<file path="config.mk">
export PLATFORM = sky130hd
export DESIGN_NAME = axi_burst_master
export DESIGN_NICKNAME = d
export VERILOG_FILES = /design/src/rtl/axi_pkg.sv /design/src/rtl/axi_beat_shifter.sv /design/src/rtl/axi_burst_master.sv
export SDC_FILE = /design/constraint.sdc
export NUM_CORES = 2
export LEC_CHECK = 0
export ABC_AREA = 1
export CORE_AREA = 3 3 302 304
export CTS_CLUSTER_DIAMETER = 80
export DETAILED_ROUTE_END_ITERATION = 16
export DIE_AREA = 0 0 305 307
export PLACE_DENSITY = 0.69
export SYNTH_ARGS = -nofsm -noshare
export SYNTH_HDL_FRONTEND = slang
export SYNTH_SLANG_ARGS = --single-unit
</file>
<file path="constraint.sdc">
create_clock -name clk -period 2.6 [get_ports clk]
set_clock_uncertainty 0.15 [all_clocks]
set_input_delay 0.52 -clock clk [delete_from_list [all_inputs] [get_ports clk]]
set_output_delay 0.52 -clock clk [all_outputs]
set_load 0.02 [all_outputs]
</file>
<file path="src/rtl/axi_pkg.sv">
// Shared AXI types and helpers for the LLC burst master.
package axi_pkg;

  typedef enum logic [1:0] {
    OKAY   = 2'b00,
    EXOKAY = 2'b01,
    SLVERR = 2'b10,
    DECERR = 2'b11
  } axi_resp_t;

  typedef enum logic [2:0] {
    ST_IDLE,
    ST_WR_BURST,
    ST_WR_RESP,
    ST_RD_ADDR,
    ST_RD_DATA,
    ST_DONE
  } axi_mst_state_t;

  // Number of address bits covered by one cache line (burst_len beats of data_w bits).
  function automatic int line_off_w(input int data_w, input int burst_len);
    return $clog2(burst_len * data_w / 8);
  endfunction

endpackage

</file>
<file path="src/rtl/axi_beat_shifter.sv">
// Line buffer plus beat counter. Serialises a loaded line beat by beat (write)
// or assembles incoming beats into the line (read); the counter saturates at
// BURST_LEN so surplus beats are ignored.
module axi_beat_shifter #(
  parameter int DATA_W    = 64,
  parameter int BURST_LEN = 4
) (
  input  logic                        clk,
  input  logic                        rst,
  input  logic                        load,
  input  logic [BURST_LEN*DATA_W-1:0] load_line,
  input  logic                        advance,
  input  logic                        capture,
  input  logic [DATA_W-1:0]           beat_in,
  output logic [BURST_LEN*DATA_W-1:0] line_nxt,
  output logic [DATA_W-1:0]           beat,
  output logic                        last,
  output logic                        full
);

  localparam int LINE_W = BURST_LEN * DATA_W;
  localparam int CNT_W  = $clog2(BURST_LEN) + 1;
  localparam logic [CNT_W-1:0] LAST_IDX = CNT_W'(BURST_LEN - 1);
  localparam logic [CNT_W-1:0] FULL_CNT = CNT_W'(BURST_LEN);

  logic [LINE_W-1:0] line_q;
  logic [CNT_W-1:0]  cnt_q;
  logic [CNT_W-1:0]  idx;

  assign last = (cnt_q == LAST_IDX);
  assign full = (cnt_q == FULL_CNT);

  // Current beat out, and the line as it will look once the incoming beat lands.
  always_comb begin
    idx      = full ? '0 : cnt_q;
    beat     = line_q[int'(idx)*DATA_W +: DATA_W];
    line_nxt = line_q;
    if (capture && !full) line_nxt[int'(idx)*DATA_W +: DATA_W] = beat_in;
  end

  // Load a fresh line or step one beat per handshake.
  always_ff @(posedge clk) begin
    if (rst) begin
      line_q <= '0;
      cnt_q  <= '0;
    end else if (load) begin
      line_q <= load_line;
      cnt_q  <= '0;
    end else if (advance) begin
      line_q <= line_nxt;
      if (!full) cnt_q <= cnt_q + 1'b1;
    end
  end

endmodule

</file>
<file path="src/rtl/axi_burst_master.sv">
// AXI4 burst master: turns LLC cache-line read/write requests into one
// BURST_LEN-beat INCR burst each, one transaction outstanding at a time.
module axi_burst_master
  import axi_pkg::*;
#(
  parameter int ADDR_W    = 32,
  parameter int DATA_W    = 64,
  parameter int BURST_LEN = 4
) (
  input  logic                        clk,
  input  logic                        rst,
  input  logic                        req_valid,
  output logic                        req_ready,
  input  logic                        req_write,
  input  logic [ADDR_W-1:0]           req_addr,
  input  logic [BURST_LEN*DATA_W-1:0] req_wdata,
  output logic                        resp_valid,
  output logic                        resp_write,
  output logic                        resp_err,
  output logic [BURST_LEN*DATA_W-1:0] resp_rdata,
  output logic [ADDR_W-1:0]           AWADDR,
  output logic [7:0]                  AWLEN,
  output logic                        AWVALID,
  input  logic                        AWREADY,
  output logic [DATA_W-1:0]           WDATA,
  output logic                        WLAST,
  output logic                        WVALID,
  input  logic                        WREADY,
  input  logic [1:0]                  BRESP,
  input  logic                        BVALID,
  output logic                        BREADY,
  output logic [ADDR_W-1:0]           ARADDR,
  output logic [7:0]                  ARLEN,
  output logic                        ARVALID,
  input  logic                        ARREADY,
  input  logic [DATA_W-1:0]           RDATA,
  input  logic [1:0]                  RRESP,
  input  logic                        RLAST,
  input  logic                        RVALID,
  output logic                        RREADY
);

  localparam int LINE_W = BURST_LEN * DATA_W;
  localparam int OFF_W  = line_off_w(DATA_W, BURST_LEN);
  localparam logic [ADDR_W-1:0] ADDR_MASK = {ADDR_W{1'b1}} << OFF_W;
  localparam logic [7:0]        AX_LEN    = 8'(BURST_LEN - 1);

  axi_mst_state_t    state;
  logic              err;
  logic              aw_done;
  logic              accept;
  logic              aw_hs, w_hs, r_hs;
  logic              w_full, rd_last;
  logic              bresp_bad, beat_err;
  logic [ADDR_W-1:0] addr_aligned;
  logic [LINE_W-1:0] rd_line_nxt;
  logic [LINE_W-1:0] wr_line_unused;
  logic [DATA_W-1:0] rd_beat_unused;
  logic              rd_full_unused;

  assign AWLEN        = AX_LEN;
  assign ARLEN        = AX_LEN;
  assign accept       = req_valid && req_ready;
  assign aw_hs        = AWVALID && AWREADY;
  assign w_hs         = WVALID && WREADY;
  assign r_hs         = RVALID && RREADY;
  assign addr_aligned = req_addr & ADDR_MASK;
  assign bresp_bad    = (axi_resp_t'(BRESP) != OKAY);
  // A beat is bad on a non-OKAY response or when RLAST disagrees with the beat position.
  assign beat_err     = (axi_resp_t'(RRESP) != OKAY) || (RLAST != rd_last);

  axi_beat_shifter #(.DATA_W(DATA_W), .BURST_LEN(BURST_LEN)) u_wr_shift (
    .clk       (clk),
    .rst       (rst),
    .load      (accept),
    .load_line (req_wdata),
    .advance   (w_hs),
    .capture   (1'b0),
    .beat_in   ({DATA_W{1'b0}}),
    .line_nxt  (wr_line_unused),
    .beat      (WDATA),
    .last      (WLAST),
    .full      (w_full)
  );

  axi_beat_shifter #(.DATA_W(DATA_W), .BURST_LEN(BURST_LEN)) u_rd_shift (
    .clk       (clk),
    .rst       (rst),
    .load      (accept),
    .load_line ({LINE_W{1'b0}}),
    .advance   (r_hs),
    .capture   (1'b1),
    .beat_in   (RDATA),
    .line_nxt  (rd_line_nxt),
    .beat      (rd_beat_unused),
    .last      (rd_last),
    .full      (rd_full_unused)
  );

  // Transaction FSM with registered handshake and response outputs.
  always_ff @(posedge clk) begin
    if (rst) begin
      state      <= ST_IDLE;
      req_ready  <= 1'b1;
      AWVALID    <= 1'b0;
      WVALID     <= 1'b0;
      BREADY     <= 1'b0;
      ARVALID    <= 1'b0;
      RREADY     <= 1'b0;
      resp_valid <= 1'b0;
      resp_write <= 1'b0;
      resp_err   <= 1'b0;
      resp_rdata <= '0;
      AWADDR     <= '0;
      ARADDR     <= '0;
      err        <= 1'b0;
      aw_done    <= 1'b0;
    end else begin
      resp_valid <= 1'b0;
      case (state)
        ST_IDLE: begin
          if (accept) begin
            req_ready <= 1'b0;
            err       <= 1'b0;
            aw_done   <= 1'b0;
            if (req_write) begin
              AWADDR  <= addr_aligned;
              AWVALID <= 1'b1;
              WVALID  <= 1'b1;
              state   <= ST_WR_BURST;
            end else begin
              ARADDR  <= addr_aligned;
              ARVALID <= 1'b1;
              state   <= ST_RD_ADDR;
            end
          end
        end
        ST_WR_BURST: begin
          if (aw_hs) begin
            AWVALID <= 1'b0;
            aw_done <= 1'b1;
          end
          if (w_hs && WLAST) WVALID <= 1'b0;
          // AW and the final W beat may finish in either order or together.
          if ((aw_done || aw_hs) && (w_full || (w_hs && WLAST))) begin
            BREADY <= 1'b1;
            state  <= ST_WR_RESP;
          end
        end
        ST_WR_RESP: begin
          if (BVALID) begin
            BREADY     <= 1'b0;
            err        <= err || bresp_bad;
            resp_valid <= 1'b1;
            resp_write <= 1'b1;
            resp_err   <= err || bresp_bad;
            state      <= ST_DONE;
          end
        end
        ST_RD_ADDR: begin
          if (ARREADY) begin
            ARVALID <= 1'b0;
            RREADY  <= 1'b1;
            state   <= ST_RD_DATA;
          end
        end
        ST_RD_DATA: begin
          // RREADY stays high past a missing RLAST so the slave can drain.
          if (r_hs) begin
            err <= err || beat_err;
            if (RLAST) begin
              RREADY     <= 1'b0;
              resp_valid <= 1'b1;
              resp_write <= 1'b0;
              resp_err   <= err || beat_err;
              resp_rdata <= rd_line_nxt;
              state      <= ST_DONE;
            end
          end
        end
        ST_DONE: begin
          req_ready <= 1'b1;
          state     <= ST_IDLE;
        end
        default: state <= ST_IDLE;
      endcase
    end
  end

endmodule

</file>
### Word-level counts from Yosys, hierarchy flattened

Cells that the tools add are included.
Widths: inputs -> output; s select.

* input bits: 366
* output and inout bits: 410
* register bits after elaboration: 842

* shift-type cells: 3
* equality and inequality tests: 20
* muxes and demuxes: 45
* bitwise operators: 3
* add/subtract/negate cells: 3
* reductions and logical operators: 37

Operators by type and width (count)
* $bwmux 256: 1
* $mux 256: 1
* $shift 64x33->256 const A: 1
* $shiftx 256x10->64: 1
* $shiftx 64x33->256: 1
* $neg 9->33: 1
* $mux 3: 8
* $reduce_and 4->1: 6
* $mux 1: 22
* $ne 2x2->1 const B: 10
* $pmux 1 s2: 10
* $reduce_bool 2->1: 8
* $pmux 3 s5: 1
* $reduce_and 3->1: 5
* $eq 3x2->1 const B: 4
* $eq 3x3->1 const B: 4
* $add 3x1->3 const B: 2
* $logic_and 1x1->1: 6
* $reduce_and 2->1: 3
* $reduce_and 6->1: 1
* $logic_or 1x1->1: 5
* $eq 3x1->1 const B: 1
* $logic_not 3->1: 1
* $not 1->1: 3
* 5 further kinds: 5

### Longest topological paths before layout

* depth in word-level cells: 7
* depth in mapped cells: 16
* mapped depth without buffers: 14

### Hierarchy

A second synthesis with hierarchy kept.

* cells, all modules: 7250
* area, all modules: 47928.5 um2

By module, submodules not included
* axi_beat_shifter at u_wr_shift: area each 18899.4 um2, instances 1, cells an instance 3197
* axi_beat_shifter at u_rd_shift: area each 17321.6 um2, instances 1, cells an instance 2554
* axi_burst_master: area each 11707.5 um2, instances 1, cells an instance 1499

### Least setup slack after synthesis

OpenSTA, ideal clock, no wires.

* path type: flip-flop to output port
* from: reg u_wr_shift.cnt_q[0]
* to: out WDATA[1]
* path slack: -0.300 ns
* cell stages (with the launch flop): 13
* arrival time: 2.230 ns
* buffers on the path: 3
* path through: dfxtp_1 -> buf_2 -> buf_1 -> inv_1 -> ha_1 -> nand2_1 -> nand2_1 -> clkinv_1 -> clkbuf_1 -> o21ai_0 -> inv_1 -> o21ai_0 -> a21oi_1

* cells in the longest elaborated chain, start to end: 3

Ends and longest elaborated chain
* start, declared: line axi_beat_shifter.sv:27 `logic [CNT_W-1:0] cnt_q;`
* start signal, assigned: line axi_beat_shifter.sv:51 `if (!full) cnt_q <= cnt_q + 1'b1;`
* $eq 3x3->1: line axi_beat_shifter.sv:31 `assign full = (cnt_q == FULL_CNT);`
* $mux 3 *: line axi_beat_shifter.sv:35 `idx = full ? '0 : cnt_q;`
* $shiftx 256x10->64 *: line axi_beat_shifter.sv:36 `beat = line_q[int'(idx)*DATA_W +: DATA_W];`
* end, declared: line axi_burst_master.sv:25 `output logic [DATA_W-1:0] WDATA,`

Every way passes the cells marked *; elsewhere a longest branch is shown, timed or not.

### Worst setup path after layout

* from: reg u_wr_shift.cnt_q[0]
* to: out WDATA[53]

The elaborated chain is that of the path after synthesis.

==> run metrics <==
post-layout min period=3.02 ns; dominant cells by area after synthesis=dfxtp_1 (47%), nand2_1 (14%), nor2_1 (12%); Buffers on Ports=744; CP bufs+invs=4; total power draw=0.0357 W; delay-heaviest family, CP=buffers and inverters; share of layout cells above drive strength 1=10.1%; total gr overflow=0; Mean Syn Cell Area=6.69 µm²; register area share after synthesis=46.7%; clock sink count=842; Vias/cell=5.10; worst-path fanout max=19; clock slew at reported path FFs=0.06 ns; Post-Synth Adder-Cell Area=0.278%; number of synthesized flops with an enable pin=0; Starting Density=40.7%; Total GRT Usage=28.8%; drt first-iter violations=3595; final net count=6440; H-tree lvl count=3; DRT antenna net count=0; initial antenna violation count=37; root buffer cell=clkbuf_16; power density cells=710 mW/mm²; Gate Count Post-Synth=5393; CP max stage delay=0.32 ns; DR DRC count=0; largest area contributor in the netlist=dfxtp_1; final worst-path setup slack=-0.420 ns; RD Place Congestion=1.01; Die Wd=305 µm; Finished Core Util=56.9%; CP startpoint kind=register; Seq cells post-synth=842; max_cap viols=0; share of the synthesized area in the top cell type=46.7%; Ports=776; synth-to-layout area growth=39.6%; relative slew slack=49.2%; Cell Rows=109; core box area=0.0885 mm²; final period utilization=116%; Synth top cells by count=nand2_1 (1314), nor2_1 (1151), dfxtp_1 (842), o21ai_0 (692), inv_1 (471); most common cell type on the critical path=nand2_8; Final Hold Vio Count=0; Yosys warning count=0; unrepaired setup endpoints after global routing=yes; Area after DPL=0.0457 mm²; vias in the first global route=34000; crit end category=output port; total die area=0.0936 mm²; post-synthesis compound-gate area fraction=13.7%; failing checks=negative setup slack; most frequent cell after synthesis=nand2_1; Tightest Pin Transition=0.755 ns; drt wl/cell=19.5 µm; worst skew pair latency=0.65 ns; cts hold-fix bufs=0; Pleak=23.1 nW; DP HPWL=98700 µm; Syn Std Cell Area=0.0361 mm²; largest family of logic cells by synthesized area=simple AND/OR/NAND/NOR gates; Simple-Gate Fraction of Synth Area=29.1%; Slew Limit Fails=0; TritonCTS clock tree=yes; slowest CP cell=dfxtp_2; asr flop ratio synth=0%; peak supply drop=0.455 mV; crit-path cells=inv_2 -> ha_4 -> nand2_8 -> nand2_8 -> buf_12 -> buf_16 -> o21ai_2 -> a21oi_2 -> buf_6; maximum root-to-sink buffer count=3; Die Ht=307 µm; ys flop type=dfxtp_1; min-delay worst type=reg -> reg; drt pass-1 iters=6; # fillers=8174; largest net degree at the start of global routing=130; status=finished with violations; Worst Path Required=1.93 ns; CP arrival=2.35 ns; setup violators final=64; first-pass GRT wire length=210000 µm; XOR/XNOR Fraction of Synth Area=0.0243%; critical path class=reg -> out; final WL=143000 µm; fmax=331 MHz; design area=0.0504 mm²; Sum Neg Setup Slack=-21.49 ns; post-synthesis mux area share=0%; Netlist cell types=32; via count=37400; total CTS buffers=94
-- logic make-up after synthesis --
logic type | count (synthesis)
compound gates | 984
flops | 842
xor+xnor | 1
other cells | 2
simple gates | 2686
buf+inv | 870
fa+ha+maj | 8
-- timing repair --
item                                    CTS  global route
pin swaps                                20            35
setup buffers                             6             5
cloned                                   14            10
endpoints found under the setup margin  135           356
resized for setup                       464           175
-- through the flow --
step	hold slack [ns]	instances	setup WS (ns)
after floorplan	0.300	5417	-0.00792
after global placement	0.287	7101	-0.408
after detailed placement	0.289	7101	-0.416
after CTS	0.280	7293	-0.446
after global routing	0.318	7336	-0.483
final	0.300	7339	-0.420
-- routing by layer --
layer | track usage, % | vias to the layer above | part of all wire [%]
met3 | 5.53 | 269 | 8.1
met1 | 38.6 | 17600 | 42
met4 | 13.0 | 12 | 4.1
li1 | - | 18200 | -
met5 | 0 | - | 0.054
met2 | 45.3 | 1404 | 46
-- layout make-up --
cell class / count / area [µm²] / area share (%)
Tap cell: 1165 / 1460 / 2.89
Clock buffer: 131 / 2700 / 5.37
Timing Repair Buffer: 941 / 10400 / 20.7
Sequential cell: 842 / 16900 / 33.5
Inverter: 480 / 1850 / 3.66
Clock inverter: 41 / 598 / 1.19
Antenna cell: 32 / 80.1 / 0.159
Multi-Input combinational cell: 3707 / 16400 / 32.6
-- state kept, by name (all words and copies together), names as in the netlist, 3 cells and up --
name	flops
state	3
resp_rdata	256
u_rd_shift.cnt_q	3
u_wr_shift.cnt_q	3
ARADDR	27
u_wr_shift.line_q	256
u_rd_shift.line_q	256
AWADDR	27
-- cell usage in the layout (no fill, tap or decap), drive strengths merged --
cell           synthesis  routed
a211oi                 1       1
a21boi                 1       1
a21oi                155     155
buf                  205     249
bufbuf                 0       4
bufinv                 0      12
clkbuf               185     140
clkdlybuf4s50          0     679
clkinv                 1      21
clkinvlp               0       4
conb                   2      26
dfxtp                842     842
diode                  0      32
ha                     8       8
inv                  479     484
nand2               1321    1323
nand3                139     139
nand4                 66      66
nor2                1159    1159
nor3                   1       1
o211a                  1       1
o211ai                 1       1
o21ai                823     823
o21bai                 1       1
o311ai                 1       1
xor2                   1       1
-- worst reg2reg max path, stage by stage (launching register included) --
cell and delay, ns:
dfxtp_2 0.32, inv_1 0.05, ha_2 0.20, nand2_4 0.08
nand2_2 0.06, ha_2 0.19, ha_4 0.29, nand2_1 0.09
nor2_4 0.23, buf_12 0.16, clkbuf_16 0.21, o21ai_0 0.16
o21ai_1 0.14, inv_1 0.04
-- power breakdown --
| part | internal, W | switching, W |
|---|---|---|
| Sequential | 0.0139 | 0.000867 |
| Combinational | 0.00281 | 0.00401 |
| Clock | 0.00849 | 0.00572 |
| Total | 0.0252 | 0.0106 |
-- final timing paths --
| path | startpoint | to | slack, ns | cells after the start |
|---|---|---|---|---|
| worst max-delay path | u_wr_shift.cnt_q[0] | WDATA[53] | -0.42 | 9 |
| worst max register to register | u_rd_shift.cnt_q[0] | u_rd_shift.line_q[225] | 0.12 | 13 |
| worst min-delay path | resp_rdata[88] | resp_rdata[88] | 0.30 | 2 |
| worst min register to register | resp_rdata[88] | resp_rdata[88] | 0.30 | 2 |
Note: power is estimated with default switching activity, not from simulation.
